**config.mk**
```make
export PLATFORM = sky130hd
export DESIGN_NAME = stack_sequencer_flat
export DESIGN_NICKNAME = d
export VERILOG_FILES = /design/src/rtl/stack_sequencer_if.sv /design/src/rtl/stack_sequencer.sv /design/src/flat_wrapper.sv
export SDC_FILE = /design/constraint.sdc
export NUM_CORES = 1
export LEC_CHECK = 0
export BUFFER_PORTS_ARGS = -buffer_cell sky130_fd_sc_hd__clkbuf_2
export CAP_MARGIN = 20
export CORE_MARGIN = 3
export CORE_UTILIZATION = 50
export DETAILED_ROUTE_END_ITERATION = 12
export PLACE_DENSITY_LB_ADDON = 0.12
export REMOVE_ABC_BUFFERS = 1
export SKIP_LAST_GASP = 1
export SYNTH_ARGS = -nofsm -noshare
export SYNTH_HDL_FRONTEND = slang
export SYNTH_SLANG_ARGS = --single-unit
```
**constraint.sdc**
```tcl
create_clock -name clk -period 4.4 [get_ports clk]
set_input_delay 0.88 -clock clk [delete_from_list [all_inputs] [get_ports clk]]
set_output_delay 0.88 -clock clk [all_outputs]
set_load 0.01 [all_outputs]
```
**src/rtl/stack_sequencer_if.sv**
```systemverilog
// ============================================================================
// Module   : stack_sequencer_if
// Brief    : Request, stack-unit and result signals of the stack sequencer.
// Revision : 1.0 - initial release
// ============================================================================
`default_nettype none

interface stack_sequencer_if #(
  parameter int ADDR_W = 8,
  parameter int FLAG_W = 4
);
  logic              req_valid;
  logic              req_ready;
  logic [2:0]        req_op;
  logic [ADDR_W-1:0] req_pc;
  logic [ADDR_W-1:0] req_data;
  logic [FLAG_W-1:0] flags_in;
  logic              push_en;
  logic              pop_en;
  logic [ADDR_W-1:0] push_data;
  logic [ADDR_W-1:0] stk_data;
  logic              stk_valid;
  logic              stk_full;
  logic              stk_empty;
  logic              pc_load;
  logic [ADDR_W-1:0] pc_target;
  logic              flags_load;
  logic [FLAG_W-1:0] flags_out;
  logic              result_valid;
  logic [ADDR_W-1:0] result_data;
  logic              done;
  logic              fault;
  logic [1:0]        fault_code;
  logic              fault_clr;

  // Master: decoder plus stack unit side; slave: the sequencer itself.
  modport master (
    output req_valid, req_op, req_pc, req_data, flags_in,
           stk_data, stk_valid, stk_full, stk_empty, fault_clr,
    input  req_ready, push_en, pop_en, push_data, pc_load, pc_target,
           flags_load, flags_out, result_valid, result_data, done, fault, fault_code
  );

  modport slave (
    input  req_valid, req_op, req_pc, req_data, flags_in,
           stk_data, stk_valid, stk_full, stk_empty, fault_clr,
    output req_ready, push_en, pop_en, push_data, pc_load, pc_target,
           flags_load, flags_out, result_valid, result_data, done, fault, fault_code
  );
endinterface

`default_nettype wire

```
**src/rtl/stack_sequencer.sv**
```systemverilog
// ============================================================================
// Module   : stack_sequencer
// Brief    : Turns CALL/RET/PUSH/POP/INT/RETI requests into stack push/pop
//            pulse sequences and collects popped words into PC/flag/result updates.
// Revision : 1.0 - initial release
// ============================================================================
`default_nettype none

module stack_sequencer #(
  parameter int                ADDR_W      = 8,
  parameter int                FLAG_W      = 4,
  parameter logic [ADDR_W-1:0] INT_VECTOR  = 8'h04,
  parameter int                POP_TIMEOUT = 4
) (
  input  wire logic          clk,
  input  wire logic          rst,
  stack_sequencer_if.slave   bus
);

  localparam logic [2:0] c_OP_CALL = 3'd1;
  localparam logic [2:0] c_OP_RET  = 3'd2;
  localparam logic [2:0] c_OP_PUSH = 3'd3;
  localparam logic [2:0] c_OP_POP  = 3'd4;
  localparam logic [2:0] c_OP_INT  = 3'd5;
  localparam logic [2:0] c_OP_RETI = 3'd6;
  localparam int         c_CNT_W   = $clog2(POP_TIMEOUT + 1);
  localparam logic [c_CNT_W-1:0] c_CNT_LAST = c_CNT_W'(POP_TIMEOUT - 1);

  typedef enum logic [3:0] {
    S_IDLE, S_PUSH_A, S_PUSH_B, S_POP_A, S_WAIT_A, S_POP_B, S_WAIT_B, S_FIN, S_FAULT
  } state_t;

  state_t              r_state;
  logic [2:0]          r_op;
  logic [ADDR_W-1:0]   r_pc;
  logic [ADDR_W-1:0]   r_data;
  logic [FLAG_W-1:0]   r_flags;
  logic [ADDR_W-1:0]   r_addr;
  logic [c_CNT_W-1:0]  r_cnt;
  logic                r_pc_load;
  logic [ADDR_W-1:0]   r_pc_target;
  logic                r_flags_load;
  logic [FLAG_W-1:0]   r_flags_out;
  logic                r_result_valid;
  logic [ADDR_W-1:0]   r_result_data;
  logic                r_done;
  logic                r_fault;
  logic [1:0]          r_fault_code;

  logic                w_ready;
  logic                w_push_state;
  logic                w_pop_state;
  logic [ADDR_W-1:0]   w_first_word;

  // rst is folded in so the request port stays closed while reset is held.
  assign w_ready      = (r_state == S_IDLE) && !r_fault && !rst;
  assign w_push_state = (r_state == S_PUSH_A) || (r_state == S_PUSH_B);
  assign w_pop_state  = (r_state == S_POP_A)  || (r_state == S_POP_B);
  assign w_first_word = (r_op == c_OP_INT)  ? ADDR_W'(r_flags) :
                        (r_op == c_OP_CALL) ? r_pc : r_data;

  assign bus.req_ready    = w_ready;
  assign bus.push_en      = w_push_state && !bus.stk_full;
  assign bus.pop_en       = w_pop_state && !bus.stk_empty;
  assign bus.push_data    = !w_push_state ? '0 : (r_state == S_PUSH_B) ? r_pc : w_first_word;
  assign bus.pc_load      = r_pc_load;
  assign bus.pc_target    = r_pc_target;
  assign bus.flags_load   = r_flags_load;
  assign bus.flags_out    = r_flags_out;
  assign bus.result_valid = r_result_valid;
  assign bus.result_data  = r_result_data;
  assign bus.done         = r_done;
  assign bus.fault        = r_fault;
  assign bus.fault_code   = r_fault_code;

  always_ff @(posedge clk or posedge rst) begin
    if (rst) begin
      r_state        <= S_IDLE;
      r_op           <= '0;
      r_pc           <= '0;
      r_data         <= '0;
      r_flags        <= '0;
      r_addr         <= '0;
      r_cnt          <= '0;
      r_pc_load      <= 1'b0;
      r_pc_target    <= '0;
      r_flags_load   <= 1'b0;
      r_flags_out    <= '0;
      r_result_valid <= 1'b0;
      r_result_data  <= '0;
      r_done         <= 1'b0;
      r_fault        <= 1'b0;
      r_fault_code   <= '0;
    end else begin
      r_pc_load      <= 1'b0;
      r_flags_load   <= 1'b0;
      r_result_valid <= 1'b0;
      r_done         <= 1'b0;
      case (r_state)
        S_IDLE: begin
          if (bus.req_valid && w_ready) begin
            r_op    <= bus.req_op;
            r_pc    <= bus.req_pc;
            r_data  <= bus.req_data;
            r_flags <= bus.flags_in;
            case (bus.req_op)
              c_OP_CALL, c_OP_PUSH, c_OP_INT: r_state <= S_PUSH_A;
              c_OP_RET,  c_OP_POP,  c_OP_RETI: r_state <= S_POP_A;
              default: begin
                r_state <= S_FIN;
                r_done  <= 1'b1;
              end
            endcase
          end
        end
        S_PUSH_A: begin
          if (bus.stk_full) begin
            r_state      <= S_FAULT;
            r_fault      <= 1'b1;
            r_fault_code <= 2'd1;
          end else if (r_op == c_OP_INT) begin
            r_state <= S_PUSH_B;
          end else begin
            r_state <= S_FIN;
            r_done  <= 1'b1;
            if (r_op == c_OP_CALL) begin
              r_pc_load   <= 1'b1;
              r_pc_target <= r_data;
            end
          end
        end
        S_PUSH_B: begin
          if (bus.stk_full) begin
            r_state      <= S_FAULT;
            r_fault      <= 1'b1;
            r_fault_code <= 2'd1;
          end else begin
            r_state     <= S_FIN;
            r_done      <= 1'b1;
            r_pc_load   <= 1'b1;
            r_pc_target <= INT_VECTOR;
          end
        end
        S_POP_A, S_POP_B: begin
          if (bus.stk_empty) begin
            r_state      <= S_FAULT;
            r_fault      <= 1'b1;
            r_fault_code <= 2'd2;
          end else begin
            r_state <= (r_state == S_POP_A) ? S_WAIT_A : S_WAIT_B;
            r_cnt   <= '0;
          end
        end
        S_WAIT_A, S_WAIT_B: begin
          if (bus.stk_valid) begin
            if (r_state == S_WAIT_B) begin
              // Second word of RETI: address was captured from the first pop.
              r_state      <= S_FIN;
              r_done       <= 1'b1;
              r_pc_load    <= 1'b1;
              r_pc_target  <= r_addr;
              r_flags_load <= 1'b1;
              r_flags_out  <= bus.stk_data[FLAG_W-1:0];
            end else if (r_op == c_OP_RETI) begin
              r_addr  <= bus.stk_data;
              r_state <= S_POP_B;
            end else begin
              r_state <= S_FIN;
              r_done  <= 1'b1;
              if (r_op == c_OP_RET) begin
                r_pc_load   <= 1'b1;
                r_pc_target <= bus.stk_data;
              end else begin
                r_result_valid <= 1'b1;
                r_result_data  <= bus.stk_data;
              end
            end
          end else if (r_cnt == c_CNT_LAST) begin
            r_state      <= S_FAULT;
            r_fault      <= 1'b1;
            r_fault_code <= 2'd3;
          end else begin
            r_cnt <= r_cnt + 1'b1;
          end
        end
        S_FIN: r_state <= S_IDLE;
        S_FAULT: begin
          if (bus.fault_clr) begin
            r_state      <= S_IDLE;
            r_fault      <= 1'b0;
            r_fault_code <= '0;
          end
        end
        default: r_state <= S_IDLE;
      endcase
    end
  end

endmodule

`default_nettype wire

```
**src/flat_wrapper.sv**
```systemverilog
// flat-port wrapper written by rule: the top's interface ports become plain ports
module stack_sequencer_flat 
#(
  parameter int                ADDR_W      = 8,
  parameter int                FLAG_W      = 4,
  parameter logic [ADDR_W-1:0] INT_VECTOR  = 8'h04,
  parameter int                POP_TIMEOUT = 4
)
  (clk, rst, bus_req_valid, bus_req_op, bus_req_pc, bus_req_data, bus_flags_in, bus_stk_data, bus_stk_valid, bus_stk_full, bus_stk_empty, bus_fault_clr, bus_req_ready, bus_push_en, bus_pop_en, bus_push_data, bus_pc_load, bus_pc_target, bus_flags_load, bus_flags_out, bus_result_valid, bus_result_data, bus_done, bus_fault, bus_fault_code);
  stack_sequencer_if #(.ADDR_W(ADDR_W), .FLAG_W(FLAG_W)) bus_i ();
  input  wire logic clk;
  input  wire logic rst;
  input wire logic [$bits(bus_i.req_valid)-1:0] bus_req_valid;
  input wire logic [$bits(bus_i.req_op)-1:0] bus_req_op;
  input wire logic [$bits(bus_i.req_pc)-1:0] bus_req_pc;
  input wire logic [$bits(bus_i.req_data)-1:0] bus_req_data;
  input wire logic [$bits(bus_i.flags_in)-1:0] bus_flags_in;
  input wire logic [$bits(bus_i.stk_data)-1:0] bus_stk_data;
  input wire logic [$bits(bus_i.stk_valid)-1:0] bus_stk_valid;
  input wire logic [$bits(bus_i.stk_full)-1:0] bus_stk_full;
  input wire logic [$bits(bus_i.stk_empty)-1:0] bus_stk_empty;
  input wire logic [$bits(bus_i.fault_clr)-1:0] bus_fault_clr;
  output wire logic [$bits(bus_i.req_ready)-1:0] bus_req_ready;
  output wire logic [$bits(bus_i.push_en)-1:0] bus_push_en;
  output wire logic [$bits(bus_i.pop_en)-1:0] bus_pop_en;
  output wire logic [$bits(bus_i.push_data)-1:0] bus_push_data;
  output wire logic [$bits(bus_i.pc_load)-1:0] bus_pc_load;
  output wire logic [$bits(bus_i.pc_target)-1:0] bus_pc_target;
  output wire logic [$bits(bus_i.flags_load)-1:0] bus_flags_load;
  output wire logic [$bits(bus_i.flags_out)-1:0] bus_flags_out;
  output wire logic [$bits(bus_i.result_valid)-1:0] bus_result_valid;
  output wire logic [$bits(bus_i.result_data)-1:0] bus_result_data;
  output wire logic [$bits(bus_i.done)-1:0] bus_done;
  output wire logic [$bits(bus_i.fault)-1:0] bus_fault;
  output wire logic [$bits(bus_i.fault_code)-1:0] bus_fault_code;
  assign bus_i.req_valid = bus_req_valid;
  assign bus_i.req_op = bus_req_op;
  assign bus_i.req_pc = bus_req_pc;
  assign bus_i.req_data = bus_req_data;
  assign bus_i.flags_in = bus_flags_in;
  assign bus_i.stk_data = bus_stk_data;
  assign bus_i.stk_valid = bus_stk_valid;
  assign bus_i.stk_full = bus_stk_full;
  assign bus_i.stk_empty = bus_stk_empty;
  assign bus_i.fault_clr = bus_fault_clr;
  assign bus_req_ready = bus_i.req_ready;
  assign bus_push_en = bus_i.push_en;
  assign bus_pop_en = bus_i.pop_en;
  assign bus_push_data = bus_i.push_data;
  assign bus_pc_load = bus_i.pc_load;
  assign bus_pc_target = bus_i.pc_target;
  assign bus_flags_load = bus_i.flags_load;
  assign bus_flags_out = bus_i.flags_out;
  assign bus_result_valid = bus_i.result_valid;
  assign bus_result_data = bus_i.result_data;
  assign bus_done = bus_i.done;
  assign bus_fault = bus_i.fault;
  assign bus_fault_code = bus_i.fault_code;
  stack_sequencer #(.ADDR_W(ADDR_W), .FLAG_W(FLAG_W), .INT_VECTOR(INT_VECTOR), .POP_TIMEOUT(POP_TIMEOUT)) u_core (.clk(clk), .rst(rst), .bus(bus_i));
endmodule
```
# == Yosys cells after proc, flatten, opt, wreduce, memory -nomap -nowiden ==
# Cells that the tools add are included.
# word_totals
word_cells,150
output_inout_bits,38
inputBits,38
register_bits,65
# op_classes
addsub,1
muxes,67
n_eq_ne,34
bitwise_logic,3
reduce_logical,29
# op_table
operator,n
$mux 8,12
$mux 4,8
$mux 1,28
$pmux 4 s6,1
$pmux 8 s3,1
$ne 2x2->1 const B,11
$eq 3x3->1 const B,5
$mux 2,7
$eq 3x2->1 const B,4
$eq 4x3->1 const B,3
$mux 3,4
$pmux 3 s2,2
$eq 4x2->1 const B,2
$pmux 1 s4,2
$pmux 2 s4,1
$reduce_and 4->1,2
$reduce_and 8->1,1
$eq 3x1->1 const B,2
$ne 3x2->1 const B,2
$reduce_and 3->1,2
$reduce_and 6->1,1
$reduce_or 2->1,3
$reduce_or 3->1,2
$reduce_or 6->1,1
other kinds (16),27

# == Longest topological paths before layout ==
# logic_depth
depth_word,6
depth_mapped,6
mapped_depth_nobuf,6

# == Worst setup path before layout ==
# No wires, ideal clock.
# synth_timing
path_type,reg2out
startpoint,register u_core.r_state[3]
endpoint,output bus_push_data[4]
arrival_ns,1.775
t_required_ns,3.520
stages_incl_launch_ff,7
path_buffers,2
slack_ns,1.745
path_cell_list,dfrtp_1 -> buf_4 -> or4b_2 -> buf_2 -> nand2_1 -> a22oi_1 -> nor2_1
# synth_between
elab_chain_len,3
elab_cells_between_ends,5
classes_between,2 x eq/ne; 2 x mux; 1 x reduce/logical
# synth_rtl
element,line,text
start: declaration,stack_sequencer.sv:33,state_t r_state;
start signal: assignment,stack_sequencer.sv:150,r_state <= (r_state == S_POP_A) ? S_WAIT_A : S_WAIT_B;
$eq 4x2->1 or $eq 4x1->1 (tied branches),"stack_sequencer.sv:57, stack_sequencer.sv:65",
$mux 8 or $logic_or 1x1->1 (tied branches),"stack_sequencer.sv:65, stack_sequencer.sv:57",
$mux 8 (*),stack_sequencer.sv:65,assign bus.push_data = !w_push_state ? '0 : (r_state == S_PUSH_B) ? r_pc : w_first_word;
end: declaration,flat_wrapper.sv:26,output wire logic [$bits(bus_i.push_data)-1:0] bus_push_data;
# Every way passes the cells marked *; elsewhere a longest branch is shown, timed or not.

# == Worst setup path after layout ==
# Same ends and word-level chain as after synthesis.

==> key figures <==
Layout
  • Non-filler cells, final: roughly 420
  • Fin util: 0.633
  • N_diodes: 0
  • Commonest cells after routing, fill and taps aside: 75 x clkbuf_2, 65 x dfrtp_1, 54 x mux2_2, 14 x nor2_1
  • Layout fillers: 528
  • Final instance area: between 3000 and 4000 um2
  • Most common cell after layout, fill and taps aside: clkbuf_2
  • P&R area growth vs syn: 18.7%
  • Share of layout cells above drive strength 1: 0.453
  • Fin nets: roughly 380

Flow run
  • MaxCap Viol Count: 0

Floorplan
  • Area of the die: roughly 7500 um2
  • Die H: 86.9 um
  • Core Rows: 28
  • Die Width: a little under 90 um
  • Initial Utilization: 0.533
  • Core area: 6130 um2
  • IO Pins: 76

Critical path
  • Peak fanout along the critical path: 21
  • Crit path cell chain: or4b_2, nand2_1, a22oi_1, nor2_1, clkbuf_2
  • Slowest stage delay, CP: roughly 840 ps
  • Arr. time, crit path: roughly 2500 ps
  • Worst Path Required: 3520 ps
  • Crit Path Category: reg -> out
  • CP endpoint kind: output port
  • Bufs and invs on worst path: 1
  • Largest delay share family, worst path: simple AND/OR/NAND/NOR gates
  • Critical path's slowest cell: or4b_2
  • Crit path launch type: flip-flop

Clocking
  • CTS Hold Buffers Added: 0
  • Clock H-tree levels: 3
  • CTS Buf Count: 9
  • Clk Latency, worst-skew pair: approximately 340 ps
  • TritonCTS clock tree: yes
  • Post-cts gate resize count: 0
  • Clock slew at reported path FFs: approximately 80 ps
  • Post-CTS setup buffers: 0
  • Root Driver: clkbuf_8
  • Worst-case clock buffer depth: 2
  • Clk sink count: 65

GRT
  • First-pass GRT wire length: around 12 mm
  • GRT overflow: 0
  • Vias in the first global route: 2,453
  • Largest net degree at the start of global routing: 34
  • GRT Util Overall: 0.205
  • Initial antenna violation count: 0

Timing
  • Final setup fails: 0
  • Clk_skew: between 10 and 15 ps
  • Max-Slew Margin vs Limit: 0.341
  • Period minus WS final: about 3400 ps
  • Max Clock Freq: 298 MHz
  • Unrepaired setup endpoints after global routing: false
  • Final Max Slew Viols: 0
  • Setup_tns: 0 ps
  • Tcrit/Tclk final: 0.762
  • Hold Vio Cnt, Final: 0
  • Slew at the pin with the worst max-slew slack: approximately 990 ps

Drt
  • Iteration-0 DRC Markers: 153
  • Pre-Repair DR Iteration Count: 4
  • Via density: between 5 and 6
  • DRC errors left: 0
  • Number of routed nets with antenna violations: 0
  • DRT Wirelength: slightly above 7 mm
  • Avg WL per Cell: 16.8 um
  • Vias: around 2,400

Logic synthesis
  • Mean post-synth cell area: 12.0 um2
  • Synth unique cells: between 40 and 50
  • Seq/Total Area, Yosys: 0.497
  • Gate Count Post-Synth: around 270
  • Post-synthesis cell area: ~3300 um2
  • Synth Flop Type: dfrtp_1
  • Synth Warn #: 0
  • Synth Register Bits: 65
  • Post-synth EDFFs: 0
  • Post-synth ARST share: 1.00

Placement
  • Detail Placement HPWL: just over 5 mm
  • Port buffer count: 75
  • Placed cells: between 400 and 500
  • Area of placed instances: 3670 um2
  • GP Congestion: between 0.8 and 0.9

Hold path
  • Hold Crit Class: reg -> reg

Power
  • Max rail drop VDD: about 0.00038 V
  • Leakage: around 1.9 nW
  • Power density cells: between 600 and 700 nW/um2

Status
  • Status: finished, final reports clean
==> cell type report <==
| type | instances | area, um2 | share of cell area |
|---|---|---|---|
| Clock buffer | 9 | 124 | 0.0319 |
| Clock inverter | 7 | 92.6 | 0.0238 |
| Inverter | 11 | 41.3 | 0.0106 |
| Multi-Input combinational cell | 180 | 1520 | 0.390 |
| Sequential cell | 65 | 1630 | 0.419 |
| Tap cell | 75 | 93.8 | 0.0242 |
| Timing Repair Buffer | 77 | 390 | 0.101 |
==> worst register-to-register path, stage by stage (launching register included) <==
cell and delay (ps):
dfrtp_1 620, nor3_1 420, and2_1 230, nand2_1 580, mux2_2 530
==> power breakdown <==
part	leakage (nW)	switching, mW	internal [mW]
Sequential	0.829	0.201	0.840
Combinational	0.914	0.464	0.504
Clock	0.113	0.243	0.319
Total	1.86	0.908	1.66
==> registers in the layout (all words and copies together), names as in the netlist, 2 cells and up <==
signal,flops
u_core.bus.fault_code,2
u_core.bus.flags_out,4
u_core.bus.pc_target,8
u_core.bus.result_data,8
u_core.r_addr,8
u_core.r_cnt,3
u_core.r_data,8
u_core.r_flags,4
u_core.r_op,3
u_core.r_pc,8
u_core.r_state,4
==> path summary, 6_finish.rpt <==
check                               endpoint  slack [ps]  cells past startpoint              start
max                         bus_push_data[4]        1050                      5  u_core.r_state[3]
min                        u_core.r_flags[1]         500                      1  u_core.r_flags[1]
max reg2reg                   u_core.r_pc[1]        1900                      4  u_core.r_state[0]
min reg2reg                u_core.r_flags[1]         500                      1  u_core.r_flags[1]
max in group asynchronous   u_core.r_addr[7]        2880                      3                rst
min in group asynchronous    u_core.bus.done         640                      2                rst
==> Yosys cell counts (2+ instances only) <==
cell type  number  area share
nor2_1         14       0.016
nor2b_1         4      0.0076
buf_2          10       0.015
o211ai_1        2      0.0046
inv_1          11       0.013
nand3b_1        7       0.016
mux2i_1         9       0.028
dfrtp_1        65        0.50
o21ai_0         5      0.0076
nand2b_1        3      0.0057
a21oi_1         6      0.0092
nand3_1         3      0.0046
o32ai_1         2      0.0054
ha_1            2      0.0076
a22oi_1         6       0.014
nor4b_1         3      0.0080
nor3b_1         3      0.0069
nor3_1          4      0.0061
a31oi_1         2      0.0038
o2bb2ai_1      10       0.027
a221oi_1        4       0.011
clkbuf_1        4      0.0046
or3b_2          3      0.0080
nand2_1        10       0.011
and2_1          3      0.0057
xnor2_1         2      0.0054
mux2_2         54        0.19
==> logic make-up after synthesis <==
group,synth area share
compound gates,0.115
xor+xnor,0.00804
fa+ha+maj,0.00765
buf+inv,0.0394
flops,0.497
mux,0.213
simple gates,0.119
==> layer usage <==
metal | wire (um) | vias to the layer above | track usage
met2 | 3390 | 68 | 0.309
li1 | - | 1145 | -
met4 | 129 | 0 | 0.0935
met1 | 3140 | 1173 | 0.284
met5 | 0 | - | 0
met3 | 457 | 12 | 0.0445
==> stage by stage <==
step                      worst slack [ps]  power (mW)  hold WS (ps)
final                                 1050        2.57           501
after global routing                   869        2.75           510
after CTS                             1030        2.60           505
after detailed placement              1400        2.03           487
after global placement                1450        2.00           481
after floorplan                       1480        1.69           470
Power figures use the tool's default switching activity.
